## config.mk

```make
export PLATFORM = sky130hd
export DESIGN_NAME = vx_warp_ibuffer
export DESIGN_NICKNAME = d
export VERILOG_FILES = /design/src/rtl/vx_warp_ibuffer.sv
export SDC_FILE = /design/constraint.sdc
export NUM_CORES = 1
export LEC_CHECK = 0
export ABC_CLOCK_PERIOD_IN_PS = 13700
export BUFFER_PORTS_ARGS = -buffer_cell sky130_fd_sc_hd__clkbuf_2
export CORE_MARGIN = 1
export CORE_UTILIZATION = 30
export DETAILED_ROUTE_END_ITERATION = 8
export PLACE_DENSITY = 0.51
export SKIP_CTS_REPAIR_TIMING = 1
export SLEW_MARGIN = 20
export SYNTH_ARGS = -nofsm -noshare
export SYNTH_HDL_FRONTEND = slang
export SYNTH_SLANG_ARGS = --single-unit
```

## constraint.sdc

```tcl
create_clock -name clk -period 13.7 [get_ports clk]
set_input_delay 2.055 -clock clk [delete_from_list [all_inputs] [get_ports clk]]
set_output_delay 2.055 -clock clk [all_outputs]
set_load 0.05 [all_outputs]
```

## src/rtl/vx_warp_ibuffer.sv

```systemverilog
// Per-warp instruction buffer between decode and issue: one small FIFO per warp,
// round-robin selection of the warp presented downstream, and per-warp flush.
module vx_warp_ibuffer #(
    parameter  int NUM_WARPS = 4,
    parameter  int DEPTH     = 2,
    parameter  int DATAW     = 128,
    localparam int WIDW      = $clog2(NUM_WARPS)
) (
    input  logic                 clk,
    input  logic                 reset,
    input  logic                 in_valid,
    input  logic [WIDW-1:0]      in_wid,
    input  logic [DATAW-1:0]     in_data,
    output logic                 in_ready,
    output logic                 out_valid,
    output logic [WIDW-1:0]      out_wid,
    output logic [DATAW-1:0]     out_data,
    input  logic                 out_ready,
    input  logic                 flush_valid,
    input  logic [WIDW-1:0]      flush_wid,
    output logic [NUM_WARPS-1:0] empty_mask
);

    localparam int PTRW = $clog2(DEPTH);
    localparam int CNTW = PTRW + 1;

    logic [DATAW-1:0]     mem    [NUM_WARPS][DEPTH];
    logic [PTRW-1:0]      wr_ptr [NUM_WARPS];
    logic [PTRW-1:0]      rd_ptr [NUM_WARPS];
    logic [CNTW-1:0]      count  [NUM_WARPS];

    logic [WIDW-1:0]      rr_ptr;
    logic                 hold;
    logic [WIDW-1:0]      held_wid;

    logic [NUM_WARPS-1:0] full_mask;
    logic [NUM_WARPS-1:0] flush_mask;
    logic [NUM_WARPS-1:0] eligible;
    logic [NUM_WARPS-1:0] push_sel;
    logic [NUM_WARPS-1:0] pop_sel;

    logic                 grant_valid;
    logic [WIDW-1:0]      grant_wid;
    logic [WIDW-1:0]      scan_wid;
    logic                 held_live;
    logic                 push;
    logic                 pop;

    always_comb begin
        full_mask  = '0;
        empty_mask = '0;
        flush_mask = '0;
        for (int w = 0; w < NUM_WARPS; w++) begin
            full_mask[w]  = (count[w] == CNTW'(DEPTH));
            empty_mask[w] = (count[w] == '0);
            flush_mask[w] = flush_valid && (flush_wid == WIDW'(w));
        end
    end

    // A warp being flushed this cycle can neither be pushed nor presented.
    assign eligible = ~empty_mask & ~flush_mask;
    assign in_ready = !full_mask[in_wid] && !flush_mask[in_wid];

    always_comb begin
        grant_valid = 1'b0;
        grant_wid   = '0;
        scan_wid    = '0;
        for (int i = 0; i < NUM_WARPS; i++) begin
            scan_wid = rr_ptr + WIDW'(i);
            if (!grant_valid && eligible[scan_wid]) begin
                grant_valid = 1'b1;
                grant_wid   = scan_wid;
            end
        end
    end

    // A stalled grant keeps priority over the scan until it is popped or flushed.
    assign held_live = hold && eligible[held_wid];
    assign out_valid = held_live || grant_valid;
    assign out_wid   = held_live ? held_wid : grant_wid;
    assign out_data  = mem[out_wid][rd_ptr[out_wid]];

    assign push = in_valid && in_ready;
    assign pop  = out_valid && out_ready;

    always_comb begin
        push_sel = '0;
        pop_sel  = '0;
        for (int w = 0; w < NUM_WARPS; w++) begin
            push_sel[w] = push && (in_wid == WIDW'(w));
            pop_sel[w]  = pop && (out_wid == WIDW'(w));
        end
    end

    always_ff @(posedge clk or negedge reset) begin
        if (!reset) begin
            for (int w = 0; w < NUM_WARPS; w++) begin
                wr_ptr[w] <= '0;
                rd_ptr[w] <= '0;
                count[w]  <= '0;
            end
        end else begin
            for (int w = 0; w < NUM_WARPS; w++) begin
                if (flush_mask[w]) begin
                    wr_ptr[w] <= '0;
                    rd_ptr[w] <= '0;
                    count[w]  <= '0;
                end else begin
                    if (push_sel[w]) begin
                        wr_ptr[w] <= wr_ptr[w] + PTRW'(1);
                    end
                    if (pop_sel[w]) begin
                        rd_ptr[w] <= rd_ptr[w] + PTRW'(1);
                    end
                    if (push_sel[w] && !pop_sel[w]) begin
                        count[w] <= count[w] + CNTW'(1);
                    end else if (pop_sel[w] && !push_sel[w]) begin
                        count[w] <= count[w] - CNTW'(1);
                    end
                end
            end
        end
    end

    always_ff @(posedge clk or negedge reset) begin
        if (!reset) begin
            rr_ptr   <= '0;
            hold     <= 1'b0;
            held_wid <= '0;
        end else begin
            if (pop) begin
                rr_ptr <= out_wid + WIDW'(1);
            end
            if (pop) begin
                hold <= 1'b0;
            end else if (out_valid) begin
                hold     <= 1'b1;
                held_wid <= out_wid;
            end else begin
                hold <= 1'b0;
            end
        end
    end

    // Payload storage is deliberately left unreset; empty slots are never presented.
    always_ff @(posedge clk) begin
        if (push) begin
            mem[in_wid][wr_ptr[in_wid]] <= in_data;
        end
    end

endmodule

```

* After elaboration in Yosys (flattened, before gate mapping) *
Memory sizes are Yosys's and may differ from the RTL's.
Index checks and enable logic that the tools add are counted.

cells by class
  add/sub/neg operators = 20
  multipliers = 0
  div/mod/pow operators = 0
  magnitude comparators = 11
  equal/unequal tests = 13
  shift operators = 0
  muxes and demuxes = 66
  bitwise gates (word level) = 8
  reductions and logical operators = 62

operators with widths
  kind                   number
  $mux W128              4
  $mux W256              1
  $demux W128 S1         1
  $mux W1                34
  $mux W2                17
  $logic_and A1 B1 Y1    28
  $eq A2 B2 Y1 const B   10
  $bmux W1 S2            9
  $lt A2 B3 Y1 const B   6
  $reduce_bool A2 Y1     8
  $logic_not A2 Y1       7
  $logic_not A1 Y1       13
  $add A2 B1 Y2 const B  6
  $reduce_bool A3 Y1     4
  $add A1 B1 Y1 const B  8
  $not A4 Y4             2
  $sub A2 B1 Y2 const B  4
  $eq A2 B1 Y1 const B   3
  $ge A3 B3 Y1 const B   2
  $not A2 Y3             2
  $add A2 B2 Y2 const B  2
  $and A4 B4 Y4          1
  $ge A2 B2 Y1 const B   2
  $not A1 Y2             2
  4 further kinds        4

word-level totals
  bits in registers = 21
  latch bits = 0
  RAM bits = 1024
  ROM bits = 0
  input bits = 137
  logic and storage cells = 196
  memories = 1

memories
  memory  words  bits a word  rd ports  clocked after memory_dff  write ports  line  text
  mem     4      256          1         0                         1            27    logic [DATAW-1:0] mem [NUM_WARPS][DEPTH];

* Depth between registers and ports, before layout *
Gate-level depths: netlist (run 1).

  depth in word-level cells = 25
  gate-level depth with buffers = 12

* Worst setup path before layout (run 1) *
No wires, ideal clock.

  path type = input to register
  start = input in_wid[0]
  end = memory mem[0][128] in the netlist's numbering, enable pin
  library setup time = 928 ps
  data arrival time = 14722 ps
  path slack = -1951 ps
  stages = 2
  path buffers = 0
  path through = mux4_2 -> nor4_1

on the way
  longest elaborated chain between the ends = 10
  elaborated cells between the ends (all ways) = 20
  classes of those cells = 2 x order compare; 11 x mux; 2 x bitwise; 5 x reduce/logical

ends and longest elaborated chain
  element                                                                    line  text
  start: declaration                                                         12    input logic [WIDW-1:0] in_wid,
  $not A2 Y3 (not written as such)                                           148   mem[in_wid][wr_ptr[in_wid]] <= in_data;
  $bmux W1 S2                                                                148
  $mux W1 (not written as such) (2 in a row)                                 148
  $not A1 Y2 (not written as such)                                           148
  $ge A2 B2 Y1 (not written as such) / $lt A2 B1 Y1 (equally long branches)  148
  $logic_and A1 B1 Y1 (not written as such)                                  148
  $mux W128 (not written as such)                                            148
  $demux W128 S1                                                             148
  $mux W256 (not written as such)                                            148
  end: declaration                                                           27

Several ways; a longest one is shown, not always the timed one. The select of a mux whose other input is x is not followed.

* Final worst setup path (run 1) *
  start = input flush_wid[1]
  end = output out_data[114]

on the way
  longest elaborated chain between the ends = 25
  elaborated cells between the ends (all ways) = 44
  classes of those cells = 3 x eq/ne; 24 x mux; 4 x bitwise; 12 x reduce/logical; 1 x memory

ends and longest elaborated chain
  element                                         line  text
  start: declaration                              20    input logic [WIDW-1:0] flush_wid,
  $eq A2 B1 Y1 (tied with other cells)            56    flush_mask[w] = flush_valid && (flush_wid == WIDW'(w));
  $logic_and A1 B1 Y1                             56
  $not A4 Y4 *                                    61    assign eligible = ~empty_mask & ~flush_mask;
  $and A4 B4 Y4 *                                 61
  $bmux W1 S2                                     70    if (!grant_valid && eligible[scan_wid]) begin
  $mux W1 (not written as such)                   70
  $mux W1                                         70
  $logic_not A1 Y1                                70
  [... 6 more ...]                                --
  $logic_and A1 B1 Y1                             70
  $mux W2                                         70
  $mux W2 *                                       80    assign out_wid = held_live ? held_wid : grant_wid;
  $not A2 Y3 (not written as such)                81    assign out_data = mem[out_wid][rd_ptr[out_wid]];
  $bmux W1 S2                                     81
  $mux W1 (not written as such) (2 in a row)      81
  $not A1 Y2 (not written as such)                81
  $mux W128 (not written as such) * (3 in a row)  81
  end: declaration                                17    output logic [DATAW-1:0] out_data,

Every way passes the cells marked *; elsewhere a longest branch is shown, timed or not. The select of a mux whose other input is x is not followed.

==> metrics.csv, run 1 <==
metric,value,unit
grt_pass1_wl,137000,µm
dp.cells,4262,
mostFrequentLayoutCell,edfxtp_1,
ff2ff_setup_slack,10.05,ns
crit_end,out_data[114],
io_pins,273,
startpoint,flush_wid[1],
period_share,0.675,
worst_ep_required_time,11.64,ns
grt_max_degree,139,
rsz0062_at_grt,false,
setup_violations,0,
drv_slew,0,
wl_met1,40200,µm
dp.final_hpwl,49800,µm
rows,136,
die_h,376,µm
rr_worst_depth,6,
place_congestion,0.786,
dr.max_layer_used,met5,
ant_nets,0,
synth_edf_count,1024,
clkTransAtPathRegs,0.06,ns
synthToLayoutAreaGrowth,17.0,%
max_freq,108,MHz
start_util,0.304,
timing.rr.start,count[7],
core_area,138000,µm²
drc,0,
clock_path_buffers,3,
timing.rr.end,mem[0][50],
timing_worst_setup_path_type,in2out,
final-hold-violation-count,0,
critPathArrivalTime,7.19,ns
cts_tree,done,
final_cells,4473,
fin_nets,2652,
via_per_inst,4.54,
max_cap_viol_count,0,
worst_skew_pair.late_latency,0.73,ns
hold_class,reg2reg,
postLayoutCellArea,49100,µm²
ys_warn_count,0,
critPathSlowestCell,buf_4,
status,"finished, final reports clean",
wl_met2,45900,µm
async_flop_share,0.0201,
num_vias,20300,
gr-total-overflow,0,
grt_usage,0.131,
cts_buffers,114,
routedWlPerCell,20.7,µm
period_needed,9.25,ns
syn_avg_cell_area,19.1,µm²
slew-limit-headroom,0.291,
slowest_delay,0.91,ns
worst-path-max-fanout,138,
drt_iter0_drc,1055,
chipWidth,376,µm
place_ws,4.45,ns
layout_common_cells,"edfxtp_1 (1024), mux2i_1 (778), clkbuf_2 (272), mux2_1 (128), clkbuf_16 (114)",
cp-start-kind,primary input,
cts_sinks,1045,
wl,92600,µm
worst_setup_path_end_kind,primary output,
worst_pin_slew,1.06,ns
fin_ws,4.45,ns
antenna_found_initial,9,
mappedNetlistNets,2334,
place_area,45500,µm²
drive_above_1_share,0.187,
drt_first_pass_iters,5,
ys_types,47,
crit_chain,"clkbuf_2, and3b_1, nor3b_1, o21ai_1, o21ai_2, mux2i_4, buf_12, buf_4, buf_12, mux2i_1, mux2i_1, mux2_1, clkbuf_2",
synth_top_flop_cell,edfxtp_1,
numPortBuffers,272,
grt_pass1_vias,21400,
wl_met3,4260,µm
synth_cells,2197,
fin_tns_setup,0,ns
ys_ff_latch,1045,
h-tree-depth,3,
cts_root_buf,clkbuf_16,
dieArea,141000,µm²
ys_seq_area_frac,0.746,
finalClockSkew,0.0329,ns
syn_area,41900,µm²
[stage by stage]
step            util  hold slack, ns
2_1_floorplan      -           0.459
3_3_place_gp   0.330           0.491
6_report       0.355           0.501
3_5_place_dp   0.330           0.497
4_1_cts        0.355           0.511
5_1_grt        0.355           0.559
[how the worst min path moves through the flow]
| stage | startpoint | end | slack (ns) | cells after the start |
|---|---|---|---|---|
| 2_1_floorplan | count[7] | count[7] | 0.46 | 1 |
| 3_3_place_gp | held_wid[1] | held_wid[1] | 0.49 | 2 |
| 3_5_place_dp | held_wid[1] | held_wid[1] | 0.50 | 2 |
| 4_1_cts | held_wid[1] | held_wid[1] | 0.51 | 2 |
| 5_1_grt | held_wid[1] | held_wid[1] | 0.56 | 2 |
| 6_report | held_wid[1] | held_wid[1] | 0.50 | 2 |
[flip-flops by register name, summed over array words and instances (netlist names)]
name / flops
count: 8
held_wid: 2
hold: 1
mem: 1024
rd_ptr: 4
rr_ptr: 2
wr_ptr: 4
[synth_stat cells (2+ instances only)]
cell type | instances | area (µm²)
a211oi_1 | 4 | 30.0
a21oi_1 | 9 | 45.0
and2_1 | 6 | 37.5
and3b_1 | 2 | 17.5
buf_2 | 90 | 450
buf_4 | 12 | 90.1
clkbuf_1 | 3 | 11.3
dfrtp_1 | 21 | 526
edfxtp_1 | 1024 | 30700
inv_1 | 6 | 22.5
inv_2 | 3 | 11.3
mux2_1 | 128 | 1440
mux2i_1 | 779 | 7800
nand2_1 | 12 | 45.0
nand2b_1 | 3 | 18.8
nor2_1 | 24 | 90.1
nor2_2 | 2 | 12.5
nor2b_1 | 4 | 25.0
nor3_1 | 9 | 45.0
nor3_2 | 3 | 30.0
nor4_1 | 2 | 12.5
o21ai_0 | 13 | 65.1
o22ai_1 | 3 | 18.8
xnor2_1 | 11 | 96.3
xor2_1 | 2 | 17.5
[per-layer routing]
metal,vias to the layer above,track usage
li1,9321,-
met1,10500,0.163
met2,365,0.225
met3,159,0.0305
met4,16,0.0385
met5,-,0
[kinds of logic after synthesis]
family / share of synthesized area
buf+inv: 0.0142
xor+xnor: 0.00272
compound gates: 0.00516
mux: 0.221
flops: 0.746
simple gates: 0.0104
[final cells by class]
cell class	instances	area, µm²
sequential	1045	31300
clock buffer	146	2970
fill	12900	89000
tap	1863	2330
multi-input combinational	1037	10100
timing repair buffer	308	1710
antenna	2	5.00
clock inverter	63	589
inverter	9	33.8
[critical path: cells and delay by family]
family	cells	cell delay, ns
buf+inv	5	2.71
mux	4	0.98
simple gates	2	0.52
compound gates	2	0.49
Power of run 1 is not shown: default switching activity piles up to over one toggle a cycle in this logic, so the estimate is an artifact.
==> run 2: changes to the inputs <==
--- a/config.mk
+++ b/config.mk
@@ -5,12 +5,12 @@
 export SDC_FILE = /design/constraint.sdc
 export NUM_CORES = 1
 export LEC_CHECK = 0
-export ABC_CLOCK_PERIOD_IN_PS = 13700
+export ABC_CLOCK_PERIOD_IN_PS = 9500
 export BUFFER_PORTS_ARGS = -buffer_cell sky130_fd_sc_hd__clkbuf_2
 export CORE_MARGIN = 1
 export CORE_UTILIZATION = 30
 export DETAILED_ROUTE_END_ITERATION = 8
-export PLACE_DENSITY = 0.51
+export PLACE_DENSITY = 0.49
 export SKIP_CTS_REPAIR_TIMING = 1
 export SLEW_MARGIN = 20
 export SYNTH_ARGS = -nofsm -noshare
==> constraint.sdc (replaced) <==
create_clock -name clk -period 9.5 [get_ports clk]
set_input_delay 1.425 -clock clk [delete_from_list [all_inputs] [get_ports clk]]
set_output_delay 1.425 -clock clk [all_outputs]
set_load 0.05 [all_outputs]
==> metrics.csv, run 2 (synthesis gave the netlist of run 1 again) <==
metric,value,unit
numPortBuffers,272,
finalClockSkew,0.0296,ns
cts_tree,done,
period_needed,6.95,ns
wl_met3,5110,µm
timing.rr.start,count[6],
drv_slew,0,
multi_input_area,10100,µm²
ff2ff_setup_slack,5.75,ns
rsz0062_at_grt,false,
worst_setup_path_end_kind,primary output,
ant_nets,0,
slowest_delay,0.63,ns
seq_area,31300,µm²
clkTransAtPathRegs,0.05,ns
cts_buffers,116,
drive_above_1_share,0.193,
final-hold-violation-count,0,
critPathSlowestCell,buf_4,
hp-start,held_wid[1],
fin_tns_setup,0,ns
fin_ws,2.55,ns
grt_pass1_wl,140000,µm
hold_class,reg2reg,
cpLargestDelayFamily,buffers and inverters,
timing_worst_setup_path_type,in2out,
fin_nets,2654,
drt_iter0_drc,1093,
dr.max_layer_used,met5,
critPathArrivalTime,5.53,ns
wl_met2,45700,µm
clock_path_buffers,3,
cts_root_buf,clkbuf_16,
core_area,138000,µm²
worst_pin_slew,1.29,ns
slew-limit-headroom,0.142,
rows,136,
num_vias,20400,
max_cap_viol_count,0,
via_per_inst,4.56,
cp-start-kind,primary input,
largest_register_ffs,1024,
antenna_found_initial,16,
grt_usage,0.134,
place_congestion,0.776,
dp.final_hpwl,51700,µm
max_freq,144,MHz
drt_first_pass_iters,5,
cts_sinks,1045,
chipWidth,376,µm
routedWlPerCell,21.3,µm
wl_met1,41500,µm
final_util,0.358,
wl,95200,µm
fill_cells,12800,
worst-path-max-fanout,87,
worst-path-buf-inv,5,
dieArea,141000,µm²
drc,0,
startpoint,flush_wid[1],
gr-total-overflow,0,
status,"finished, final reports clean",
mostFrequentLayoutCell,edfxtp_1,
start_util,0.304,
setup_violations,0,
place_ws,2.45,ns
period_share,0.732,
worst_skew_pair.late_latency,0.73,ns
worst_ep_required_time,8.08,ns
layout_common_cells,"edfxtp_1 (1024), mux2i_1 (778), clkbuf_2 (272), mux2_1 (128), clkbuf_16 (117)",
die_h,376,µm
grt_max_degree,120,
h-tree-depth,3,
synthToLayoutAreaGrowth,17.8,%
crit_chain,"clkbuf_2, or3b_1, nand3_1, nor4b_2, o22ai_1, a31oi_4, buf_4, buf_12, buf_4, mux2i_1, mux2_1, clkbuf_2",
io_pins,273,
grt_pass1_vias,21400,
run 2: cell count changes in the layout (fill, tap and decap cells not counted), sizes merged:
cell	previous run	this run
clkinvlp	5	6
clkbuf	418	405
clkinv	43	48
bufinv	9	15
run 2: metal layers:
layer  GRT usage  up-vias
met4      0.0484       24
met5           0        -
met2       0.221      421
met3      0.0368      191
met1       0.168    10400
li1            -     9348
run 2: stage by stage:
stage | hold slack (ns) | instance area, µm² | std cells
after floorplan | 0.459 | 41900 | 2197
after global placement | 0.492 | 45500 | 4262
after detailed placement | 0.494 | 45500 | 4262
after CTS | 0.505 | 49400 | 4470
after global routing | 0.530 | 49400 | 4471
final | 0.504 | 49400 | 4472
run 2: path summary, 6_finish.rpt:
check,to,cells past startpoint
setup / recovery,out_data[50],12
hold / removal,held_wid[1],2
setup reg to reg,count[5],11
hold reg to reg,held_wid[1],2
max in group asynchronous,hold,1
min in group asynchronous,wr_ptr[3],1
run 2: layout make-up:
type,instances,area share
diodes,2,0.000101
clock buffers,133,0.0605
clock inverters,75,0.0174
inverters,9,0.000684
multi-input cells,1037,0.205
flip-flops and latches,1045,0.634
well taps,1863,0.0472
repair buffers,308,0.0352
run 2: worst register-to-register path: stages, from the launching register on:
cell	delay (ns)
dfrtp_1	0.43
or2_1	0.31
inv_2	0.13
nor3_1	0.06
o21ai_1	0.30
o21ai_2	0.17
mux2i_4	0.32
buf_12	0.42
buf_4	0.88
nor3_2	0.24
mux2i_1	0.23
mux2i_1	0.19
Power of run 2 is left out for the same reason.
==> run 3: changes to the inputs <==
--- a/config.mk
+++ b/config.mk
@@ -5,7 +5,7 @@
 export SDC_FILE = /design/constraint.sdc
 export NUM_CORES = 1
 export LEC_CHECK = 0
-export ABC_CLOCK_PERIOD_IN_PS = 9500
+export ABC_CLOCK_PERIOD_IN_PS = 6500
 export BUFFER_PORTS_ARGS = -buffer_cell sky130_fd_sc_hd__clkbuf_2
 export CORE_MARGIN = 1
 export CORE_UTILIZATION = 30
==> constraint.sdc (replaced) <==
create_clock -name clk -period 6.5 [get_ports clk]
set_input_delay 0.975 -clock clk [delete_from_list [all_inputs] [get_ports clk]]
set_output_delay 0.975 -clock clk [all_outputs]
set_load 0.05 [all_outputs]
==> metrics.csv, run 3 (synthesis gave the netlist of run 1 again) <==
metric,value,unit
place_congestion,0.739,
startpoint,flush_wid[1],
fin_nets,2657,
status,"finished, final reports clean",
h-tree-depth,3,
timing_worst_setup_path_type,in2out,
cts_buffers,115,
routedWlPerCell,20.8,µm
via_per_inst,4.52,
seq_area,31300,µm²
crit_chain,"clkbuf_2, and3b_1, nor3b_1, o21ai_1, o21ai_2, mux2i_4, buf_12, buf_12, mux2i_1, mux2i_1, mux2_1, clkbuf_2",
clock_path_buffers,3,
grt_pass1_vias,21200,
grt_pass1_wl,137000,µm
fin_tns_setup,0,ns
critPathSlowestCell,buf_12,
cpLargestDelayFamily,buffers and inverters,
final-hold-violation-count,0,
wl,93100,µm
worst_skew_pair.late_latency,0.72,ns
dp.cells,4266,
drive_above_1_share,0.192,
crit_end,out_data[103],
max_freq,175,MHz
start_util,0.304,
drt_iter0_drc,1057,
numPortBuffers,272,
max_cap_viol_count,0,
setup_violations,0,
multi_input_area,10100,µm²
antenna_found_initial,8,
worst-path-max-fanout,138,
drt_first_pass_iters,4,
synthToLayoutAreaGrowth,17.8,%
core_area,138000,µm²
finalClockSkew,0.0225,ns
period_share,0.879,
grt_usage,0.131,
worst_setup_path_end_kind,primary output,
die_h,376,µm
worst_ep_required_time,5.52,ns
worst-path-buf-inv,4,
grt_max_degree,139,
drc,0,
hold_class,in2async,
mostFrequentLayoutCell,edfxtp_1,
num_vias,20200,
clkTransAtPathRegs,0.06,ns
timing.rr.end,count[5],
chipWidth,376,µm
rows,136,
ant_nets,0,
critPathArrivalTime,4.74,ns
gr-total-overflow,0,
timing.rr.start,count[2],
cts_tree,done,
final_cells,4479,
layout_common_cells,"edfxtp_1 (1024), mux2i_1 (778), clkbuf_2 (272), mux2_1 (128), clkbuf_16 (119)",
rsz0062_at_grt,false,
io_pins,273,
slowest_delay,0.63,ns
path_depth,12,
ff2ff_setup_slack,2.80,ns
period_needed,5.71,ns
rr_worst_depth,11,
dp.final_hpwl,48900,µm
slew-limit-headroom,0.245,
cts_sinks,1045,
cp-start-kind,primary input,
cts_root_buf,clkbuf_16,
drv_slew,0,
fill_cells,12900,
worst_pin_slew,1.13,ns
largest_register_ffs,1024,
dieArea,141000,µm²
-- run 3: cell count changes in the layout (fill, tap and decap cells not counted), moves of 2 or more --
cell and delta:
inv_8 -2, clkinv_1 +6, clkbuf_1 +4, clkinv_4 -3, clkinvlp_4 -4, clkbuf_16 +2
clkinv_16 -2, clkinv_2 +9, inv_6 -2, buf_4 -7, buf_12 +12, bufinv_16 -5
-- run 3: area by class of cell --
cell class,count,area share
clock buffers,139,0.0618
multi-input cells,1037,0.205
well taps,1863,0.0472
clock inverters,73,0.0129
flip-flops and latches,1045,0.633
inverters,9,0.000684
diodes,1,0.0000507
repair buffers,312,0.0387
-- run 3: stage by stage --
step	setup WS, ns	hold WS, ns	cell area [µm²]	util
2_1_floorplan	0.352	0.459	41900	-
3_3_place_gp	0.805	0.481	45700	0.331
3_5_place_dp	0.851	0.501	45700	0.331
4_1_cts	0.720	0.178	49400	0.358
5_1_grt	0.523	0.233	49400	0.358
6_report	0.789	0.251	49400	0.358
-- run 3: how the worst min path moves through the flow --
| stage | from | to | slack (ns) | cells after the start |
|---|---|---|---|---|
| after global placement | count[7] | count[7] | 0.48 | 1 |
| final | reset | rd_ptr[3] | 0.25 | 1 |
| after CTS | reset | count[1] | 0.18 | 1 |
| after detailed placement | count[5] | count[5] | 0.50 | 1 |
| after floorplan | count[7] | count[7] | 0.46 | 1 |
| after global routing | reset | rd_ptr[3] | 0.23 | 1 |
-- run 3: layer usage --
metal	up-vias	GRT usage	routed length, µm
li1	9346	-	-
met1	10400	0.166	41200
met2	354	0.218	45100
met3	131	0.0315	4570
met4	14	0.0435	2070
met5	-	0	101
Power of run 3 is left out for the same reason.
